**config.mk**
```make
export PLATFORM = sky130hd
export DESIGN_NAME = ignition_sequencer_multi_flat
export DESIGN_NICKNAME = d
export VERILOG_FILES = /design/src/rtl/ignition_sequencer_multi_if.sv /design/src/rtl/ignition_sequencer_multi.sv /design/src/flat_wrapper.sv
export SDC_FILE = /design/constraint.sdc
export NUM_CORES = 1
export LEC_CHECK = 0
export CAP_MARGIN = 25
export CORE_MARGIN = 10
export CORE_UTILIZATION = 56
export DETAILED_ROUTE_END_ITERATION = 12
export DONT_BUFFER_PORTS = 1
export PLACE_DENSITY = 0.77
export SLEW_MARGIN = 25
export SYNTH_ARGS = -nofsm -noshare
export SYNTH_HDL_FRONTEND = slang
export SYNTH_SLANG_ARGS = --single-unit
```
**constraint.sdc**
```tcl
create_clock -name clk -period 4.1 [get_ports clk]
set_input_delay 1.025 -clock clk [delete_from_list [all_inputs] [get_ports clk]]
set_output_delay 1.025 -clock clk [all_outputs]
set_load 0.005 [all_outputs]
```
**src/rtl/ignition_sequencer_multi_if.sv**
```systemverilog
`default_nettype none
// ============================================================================
// Module   : ignition_sequencer_multi_if
// Purpose  : Bundles the per-cylinder control inputs and coil/status outputs
//            of ignition_sequencer_multi into one interface.
// Ports    : on, mode, stroke, allow_ignition, btdc_ready, crank_tick,
//            dwell_cycles    -> driven by the master, consumed by the sequencer
//            ignite, cal_ignition, spark_done, miss, clamp
//                            -> driven by the sequencer (slave)
// Revision : 1.0 - initial release
// ============================================================================
interface ignition_sequencer_multi_if #(
  parameter int NUM_CYL = 4,
  parameter int DWELL_W = 16
);
  logic [NUM_CYL-1:0]   on;
  logic                 mode;
  logic [2*NUM_CYL-1:0] stroke;
  logic [NUM_CYL-1:0]   allow_ignition;
  logic [NUM_CYL-1:0]   btdc_ready;
  logic                 crank_tick;
  logic [DWELL_W-1:0]   dwell_cycles;
  logic [NUM_CYL-1:0]   ignite;
  logic [NUM_CYL-1:0]   cal_ignition;
  logic [NUM_CYL-1:0]   spark_done;
  logic [NUM_CYL-1:0]   miss;
  logic [NUM_CYL-1:0]   clamp;

  modport master (
    output on, mode, stroke, allow_ignition, btdc_ready, crank_tick, dwell_cycles,
    input  ignite, cal_ignition, spark_done, miss, clamp
  );

  modport slave (
    input  on, mode, stroke, allow_ignition, btdc_ready, crank_tick, dwell_cycles,
    output ignite, cal_ignition, spark_done, miss, clamp
  );
endinterface
`default_nettype wire

```
**src/rtl/ignition_sequencer_multi.sv**
```systemverilog
`default_nettype none
// ============================================================================
// Module   : ignition_sequencer_multi
// Purpose  : Multi-channel ignition sequencer. One FSM per cylinder
//            (IDLE/ARMED/DWELL/SPARKED) with timed, clamped dwell,
//            missed-spark detection, sticky fault flags and an optional
//            wasted-spark pairing of channel i with channel i+NUM_CYL/2.
// Ports    : clk   - system clock
//            reset - synchronous active-high reset
//            bus   - ignition_sequencer_multi_if.slave (control in,
//                    coil drive and status out)
// Revision : 1.0 - initial release
// ============================================================================
module ignition_sequencer_multi #(
  parameter int NUM_CYL   = 4,
  parameter int DWELL_W   = 16,
  parameter int MAX_DWELL = 50000,
  parameter int MIN_DWELL = 1
) (
  input  logic                      clk,
  input  logic                      reset,
  ignition_sequencer_multi_if.slave bus
);

  localparam int                 HALF        = NUM_CYL / 2;
  localparam logic [DWELL_W-1:0] C_MAX_DWELL = DWELL_W'(MAX_DWELL);
  localparam logic [DWELL_W-1:0] C_MIN_DWELL = DWELL_W'(MIN_DWELL);

  typedef enum logic [1:0] {
    S_IDLE    = 2'd0,
    S_ARMED   = 2'd1,
    S_DWELL   = 2'd2,
    S_SPARKED = 2'd3
  } state_t;

  // Static parameter sanity: the clamp limit must be representable in the
  // dwell counter, and the clamp window must not be empty.
  if (64'(MAX_DWELL) >= (64'd1 << DWELL_W)) begin : g_chk_max_dwell
    $error("MAX_DWELL does not fit in DWELL_W bits");
  end
  if (MIN_DWELL > MAX_DWELL) begin : g_chk_min_dwell
    $error("MIN_DWELL exceeds MAX_DWELL");
  end

  // Shared dwell clamp; every channel latches this at its own dwell start.
  logic [DWELL_W-1:0] dwell_clamped;
  logic               dwell_altered;

  always_comb begin
    dwell_clamped = bus.dwell_cycles;
    dwell_altered = 1'b0;
    if (bus.dwell_cycles < C_MIN_DWELL) begin
      dwell_clamped = C_MIN_DWELL;
      dwell_altered = 1'b1;
    end else if (bus.dwell_cycles > C_MAX_DWELL) begin
      dwell_clamped = C_MAX_DWELL;
      dwell_altered = 1'b1;
    end
  end

  logic [NUM_CYL-1:0] core_ign;
  logic [NUM_CYL-1:0] core_done;
  logic [NUM_CYL-1:0] core_cal;
  logic [NUM_CYL-1:0] core_miss;
  logic [NUM_CYL-1:0] core_clamp;
  logic [NUM_CYL-1:0] core_idle;

  for (genvar i = 0; i < NUM_CYL; i++) begin : g_ch
    state_t             state_q, state_d;
    logic [DWELL_W-1:0] cnt_q, cnt_d;
    logic               btdc_prev_q;
    logic               cal_q, cal_d;
    logic               done_q, done_d;
    logic               miss_q, miss_d;
    logic               clamp_q, clamp_d;
    logic               in_comp;
    logic               btdc_rise;

    assign in_comp   = (bus.stroke[2*i +: 2] == 2'b01);
    assign btdc_rise = bus.btdc_ready[i] & ~btdc_prev_q;

    always_comb begin
      state_d = state_q;
      cnt_d   = cnt_q;
      cal_d   = 1'b0;
      done_d  = 1'b0;
      miss_d  = miss_q;
      clamp_d = clamp_q;
      if (!bus.on[i]) begin
        // Disabling a channel aborts silently: no spark report, no miss.
        state_d = S_IDLE;
        cnt_d   = '0;
      end else begin
        case (state_q)
          S_IDLE: begin
            if (bus.allow_ignition[i] && in_comp) begin
              state_d = S_ARMED;
              cal_d   = 1'b1;
            end
          end
          S_ARMED: begin
            // The btdc edge is checked first so it beats a coincident
            // crank tick or stroke change.
            if (btdc_rise) begin
              state_d = S_DWELL;
              cnt_d   = dwell_clamped;
              if (dwell_altered) begin
                clamp_d = 1'b1;
              end
            end else if (!bus.allow_ignition[i]) begin
              state_d = S_IDLE;
            end else if (!in_comp || bus.crank_tick) begin
              state_d = S_IDLE;
              miss_d  = 1'b1;
            end
          end
          S_DWELL: begin
            // Coil stays charged regardless of crank/stroke; only the
            // counter ends the dwell.
            if (cnt_q <= DWELL_W'(1)) begin
              state_d = S_SPARKED;
              cnt_d   = '0;
              done_d  = 1'b1;
            end else begin
              cnt_d = cnt_q - 1'b1;
            end
          end
          S_SPARKED: begin
            // Held here until the compression window closes, so further
            // btdc edges in the same window cannot fire again.
            if (!in_comp) begin
              state_d = S_IDLE;
            end
          end
          default: state_d = S_IDLE;
        endcase
      end
    end

    always_ff @(posedge clk) begin
      if (reset) begin
        state_q     <= S_IDLE;
        cnt_q       <= '0;
        btdc_prev_q <= 1'b0;
        cal_q       <= 1'b0;
        done_q      <= 1'b0;
        miss_q      <= 1'b0;
        clamp_q     <= 1'b0;
      end else begin
        state_q     <= state_d;
        cnt_q       <= cnt_d;
        btdc_prev_q <= bus.btdc_ready[i];
        cal_q       <= cal_d;
        done_q      <= done_d;
        miss_q      <= miss_d;
        clamp_q     <= clamp_d;
      end
    end

    assign core_ign[i]   = (state_q == S_DWELL);
    assign core_idle[i]  = (state_q == S_IDLE);
    assign core_done[i]  = done_q;
    assign core_cal[i]   = cal_q;
    assign core_miss[i]  = miss_q;
    assign core_clamp[i] = clamp_q;
  end

  // Pairing mode is only allowed to change while no channel is mid-cycle,
  // so a coil pulse is never split or duplicated by a mode switch.
  logic mode_q, mode_d;

  always_comb begin
    mode_d = mode_q;
    if (&core_idle) begin
      mode_d = bus.mode;
    end
  end

  always_ff @(posedge clk) begin
    if (reset) begin
      mode_q <= 1'b0;
    end else begin
      mode_q <= mode_d;
    end
  end

  logic [NUM_CYL-1:0] ign_out;
  logic [NUM_CYL-1:0] done_out;

  // Partner of channel i is (i + NUM_CYL/2) mod NUM_CYL, which is symmetric
  // for even NUM_CYL.
  for (genvar i = 0; i < NUM_CYL; i++) begin : g_out
    localparam int PARTNER = (i + HALF) % NUM_CYL;
    assign ign_out[i]  = core_ign[i]  | (mode_q & core_ign[PARTNER]);
    assign done_out[i] = core_done[i] | (mode_q & core_done[PARTNER]);
  end

  assign bus.ignite       = ign_out;
  assign bus.spark_done   = done_out;
  assign bus.cal_ignition = core_cal;
  assign bus.miss         = core_miss;
  assign bus.clamp        = core_clamp;

endmodule
`default_nettype wire
```
**src/flat_wrapper.sv**
```systemverilog
// flat-port wrapper written by rule: the top's interface ports become plain ports
module ignition_sequencer_multi_flat 
#(
  parameter int NUM_CYL   = 4,
  parameter int DWELL_W   = 16,
  parameter int MAX_DWELL = 50000,
  parameter int MIN_DWELL = 1
)
  (clk, reset, bus_on, bus_mode, bus_stroke, bus_allow_ignition, bus_btdc_ready, bus_crank_tick, bus_dwell_cycles, bus_ignite, bus_cal_ignition, bus_spark_done, bus_miss, bus_clamp);
  ignition_sequencer_multi_if #(.NUM_CYL(NUM_CYL), .DWELL_W(DWELL_W)) bus_i ();
  input  logic clk;
  input  logic reset;
  input wire logic [$bits(bus_i.on)-1:0] bus_on;
  input wire logic [$bits(bus_i.mode)-1:0] bus_mode;
  input wire logic [$bits(bus_i.stroke)-1:0] bus_stroke;
  input wire logic [$bits(bus_i.allow_ignition)-1:0] bus_allow_ignition;
  input wire logic [$bits(bus_i.btdc_ready)-1:0] bus_btdc_ready;
  input wire logic [$bits(bus_i.crank_tick)-1:0] bus_crank_tick;
  input wire logic [$bits(bus_i.dwell_cycles)-1:0] bus_dwell_cycles;
  output wire logic [$bits(bus_i.ignite)-1:0] bus_ignite;
  output wire logic [$bits(bus_i.cal_ignition)-1:0] bus_cal_ignition;
  output wire logic [$bits(bus_i.spark_done)-1:0] bus_spark_done;
  output wire logic [$bits(bus_i.miss)-1:0] bus_miss;
  output wire logic [$bits(bus_i.clamp)-1:0] bus_clamp;
  assign bus_i.on = bus_on;
  assign bus_i.mode = bus_mode;
  assign bus_i.stroke = bus_stroke;
  assign bus_i.allow_ignition = bus_allow_ignition;
  assign bus_i.btdc_ready = bus_btdc_ready;
  assign bus_i.crank_tick = bus_crank_tick;
  assign bus_i.dwell_cycles = bus_dwell_cycles;
  assign bus_ignite = bus_i.ignite;
  assign bus_cal_ignition = bus_i.cal_ignition;
  assign bus_spark_done = bus_i.spark_done;
  assign bus_miss = bus_i.miss;
  assign bus_clamp = bus_i.clamp;
  ignition_sequencer_multi #(.NUM_CYL(NUM_CYL), .DWELL_W(DWELL_W), .MAX_DWELL(MAX_DWELL), .MIN_DWELL(MIN_DWELL)) u_core (.clk(clk), .reset(reset), .bus(bus_i));
endmodule
```
==> impl_results.md <==
* Status: finished clean
* First DRT Iteration DRCs at 814
* CTS tree: done
* Antenna cells at 0
* Seq cells post-synth at 93
* Worst-path fanout max at 18
* Critical Path Start Type: register
* PostCTS Resize Cnt at 0
* DIE WIDTH at about 120 µm
* Multi-input logic area at ~3600 µm²
* Slew margin rel. at 0.313
* Area of placed instances at roughly 5700 µm²
* Vias at 5928
* Num Clock Sinks at 93
* R2R depth at 7
* Final Wtd Congestion at 0.985
* Starting density of the core at 0.569
* Die Y at ~120 µm
* Clk_lat worst skew at 390 ps
* Sequential-to-total area share from yosys stat at 0.321
* Setup TNS at 0 ps
* ANT nets after route at 0
* Final routed DRC violation total at 0
* Fillcell total at 957
* Worst Hold Path EP: u_core.g_ch[0].cnt_q[6]
* Post-layout min period at 2770 ps
* Worst Max-Slew Pin Slew at 1030 ps
* Drt wl/cell at ~21 µm
* PwrDens at 273 nW/µm²
* Clk root buf: clkbuf_8
* Core ar. at 10200 µm²
* Reg-to-reg critical path startpoint: u_core.g_ch[1].cnt_q[0]
* Die area at about 15000 µm²
* Final #Nets at 764
* Pre-antenna DRT Iters at 8
* Setup crit end kind: output port
* Port Buffers at 0
* Reg area at between 1500 and 2000 µm²
* Mapped Cells at 759
* Ys async rst share at 0
* Remaining Overflow, GRT at 0
* Row count at 37
* Mean area per synthesized cell at roughly 7.6 µm²
* Final setup viols at 0
* Worst-path clk slew at about 90 ps
* Post-DP HPWL at 12500 µm
* Leading post-synthesis cells by cell area: dfxtp_1 32%, a21oi_1 5.8%, nand2_1 4.3%, nor2_1 3.9%, o21ai_0 3.8%
* CTS H-tree lvls at 3
* Routed wire length at around 18000 µm
* Min-delay src: u_core.g_ch[0].cnt_q[6]
* CP Data Required Time at 3070 ps
* Post-synth EDFFs at 0
* Post-route cell area at 5910 µm²
* Final critical-path share of the clock period at 0.677
* Vias in the first global route at 5429
* Final Max Tran Viols at 0
* R2R Setup Slk at between 1500 and 2000 ps
* Setup bufs post-CTS at 0
* Worst vdd ir at 0.219 mV
* Worst r2r dst: u_core.g_ch[1].cnt_q[10]
* Mapped Nets at 807
* Antenna violations before repair at 0
* Power Total at roughly 0.0016 W
* Io pins at 60
* Unique masters post-synth at 71
* Clock Tree Buf Depth at 2
* Mapped Area at 5800 µm²
* Top_reg_cell synth: dfxtp_1
* Worst hold stages at 2
* Fmax at 360 MHz
* Synth-to-layout area growth at 1.96%
* GRT Total Usage at 0.239
* Max-Cap Viols at 0
* Hold buffer count at cts at 0
* Max Clock Skew at 11.7 ps
* Pin count of the biggest net entering global routing at 36
* CP Class: register to output port
* Synth warn at 0
* Leak at 2.11 nW
* Layout cells sized above 1 at 0.0653
* Final hold vios at 0
* Via density at 6.93
* Post-synth top area share at 0.321
* Critical Path AT at 1750 ps
* Cts bufs inserted at 9
* Worst Hold Class: register to register
* Cell accounting for the most synthesized area: dfxtp_1
* RSZ-0062 raised after global routing: false
* First-pass GRT wire length at 28700 µm
==> state kept, by name (all words and copies together), names as in the netlist, named ones only <==
| name | count |
|---|---|
| u_core.g_ch.clamp_q | 4 |
| u_core.g_ch.state_q | 4 |
| u_core.g_ch.done_q | 4 |
| u_core.g_ch.miss_q | 4 |
| u_core.g_ch.cnt_q | 64 |
| u_core.mode_q | 1 |
| u_core.g_ch.btdc_prev_q | 4 |
| u_core.g_ch.cal_q | 4 |
==> per-layer routing <==
| metal | GRT usage | wire (µm) |
|---|---|---|
| met1 | 0.306 | 7500 |
| met2 | 0.365 | 8230 |
| met3 | 0.0828 | 2070 |
| met4 | 0.0820 | 461 |
| met5 | 0 | 0 |
==> power breakdown <==
group | total (W) | internal (W) | switching, W
sequential | 0.000918 | 0.000909 | 0.00000873
combinational | 0.000118 | 0.0000422 | 0.0000762
clock | 0.000575 | 0.000230 | 0.000345
==> worst max-delay path: stages (launching register included) <==
cell and delay [ps]:
dfxtp_1 450, nand2b_1 630, nand2_1 280
==> per-stage QoR <==
stage / setup WS, ps / std cells / util / hold slack, ps
detailed placement: 936 / 841 / 0.564 / 492
global placement: 1030 / 841 / 0.564 / 473
global route: 1220 / 856 / 0.580 / 531
floorplan: 1400 / 759 / - / 438
finish: 1330 / 856 / 0.580 / 506
CTS: 1360 / 856 / 0.580 / 505
==> cell usage after synthesis (3+ instances only) <==
library cell / number
a31oi_1: 25
a32oi_1: 4
or2_2: 4
clkbuf_1: 44
nor3b_1: 4
o21a_1: 4
nor4_1: 24
o31ai_1: 6
xor2_1: 8
a21o_1: 7
ha_1: 8
a21oi_1: 67
buf_2: 3
a211oi_1: 9
nand4bb_1: 4
nor2b_1: 20
nand2b_1: 17
nor4bb_1: 3
xnor2_1: 10
nor2_1: 60
nand4_1: 25
dfxtp_1: 93
inv_1: 17
or3_1: 8
and2_1: 4
nor3_1: 22
nand3b_1: 8
a221oi_1: 7
and3_1: 4
a22oi_1: 9
nand2_1: 67
o211ai_1: 8
or3b_2: 3
or4_1: 10
buf_4: 13
o21ai_0: 44
a2111oi_0: 3
o22ai_1: 6
o21ba_2: 4
nand3_1: 32
==> kinds of logic after synthesis <==
family,after synthesis,share of synthesized area
compound gates,226,0.252
flops,93,0.321
fa+ha+maj,8,0.0173
simple gates,333,0.317
mux,2,0.00367
buf+inv,79,0.0615
xor+xnor,18,0.0272
==> layout by cell type, fill, tap and decap left out, types with 6 or more instances in the layout <==
cell type  netlist  routed
nor4_1          24      24
nand2_1         67      67
a21o_1           7       7
dfxtp_1         93      93
or3_1            8       7
nor3_1          22      22
nand2b_1        17      17
nor2_1          60      60
buf_4           13       8
xnor2_1         10      10
nor2b_1         20      20
inv_1           17      17
o22ai_1          6       6
ha_1             8       8
a221oi_1         7       7
a211oi_1         9       9
a22oi_1          9       9
nand3b_1         8       8
o211ai_1         8       8
or4_1           10      10
xor2_1           8       8
o21ai_0         44      44
a31oi_1         25      25
o31ai_1          6       6
nand4_1         25      25
nand3_1         32      32
a21oi_1         67      66
clkbuf_8         0      10
==> how the worst max path moves through the flow <==
stage	startpoint	endpoint	slack (ps)	cells past startpoint
3_5_place_dp	bus_dwell_cycles[12]	u_core.g_ch[1].cnt_q[13]	940	4
3_3_place_gp	bus_dwell_cycles[12]	u_core.g_ch[1].cnt_q[13]	1030	4
2_1_floorplan	bus_dwell_cycles[12]	u_core.g_ch[2].cnt_q[6]	1400	6
5_1_grt	u_core.g_ch[2].state_q[0]	bus_ignite[2]	1220	2
6_report	u_core.g_ch[3].state_q[0]	bus_ignite[3]	1330	2
4_1_cts	bus_dwell_cycles[12]	u_core.g_ch[1].cnt_q[13]	1360	4
==> layout make-up <==
cell class,count,share of cell area
Multi-Input combinational cell,587,0.607
Timing Repair Buffer,8,0.0102
Clock inverter,5,0.00466
Clock buffer,10,0.0233
Sequential cell,93,0.315
Inverter,17,0.0108
Tap cell,136,0.0288
Power figures use the tool's default switching activity.
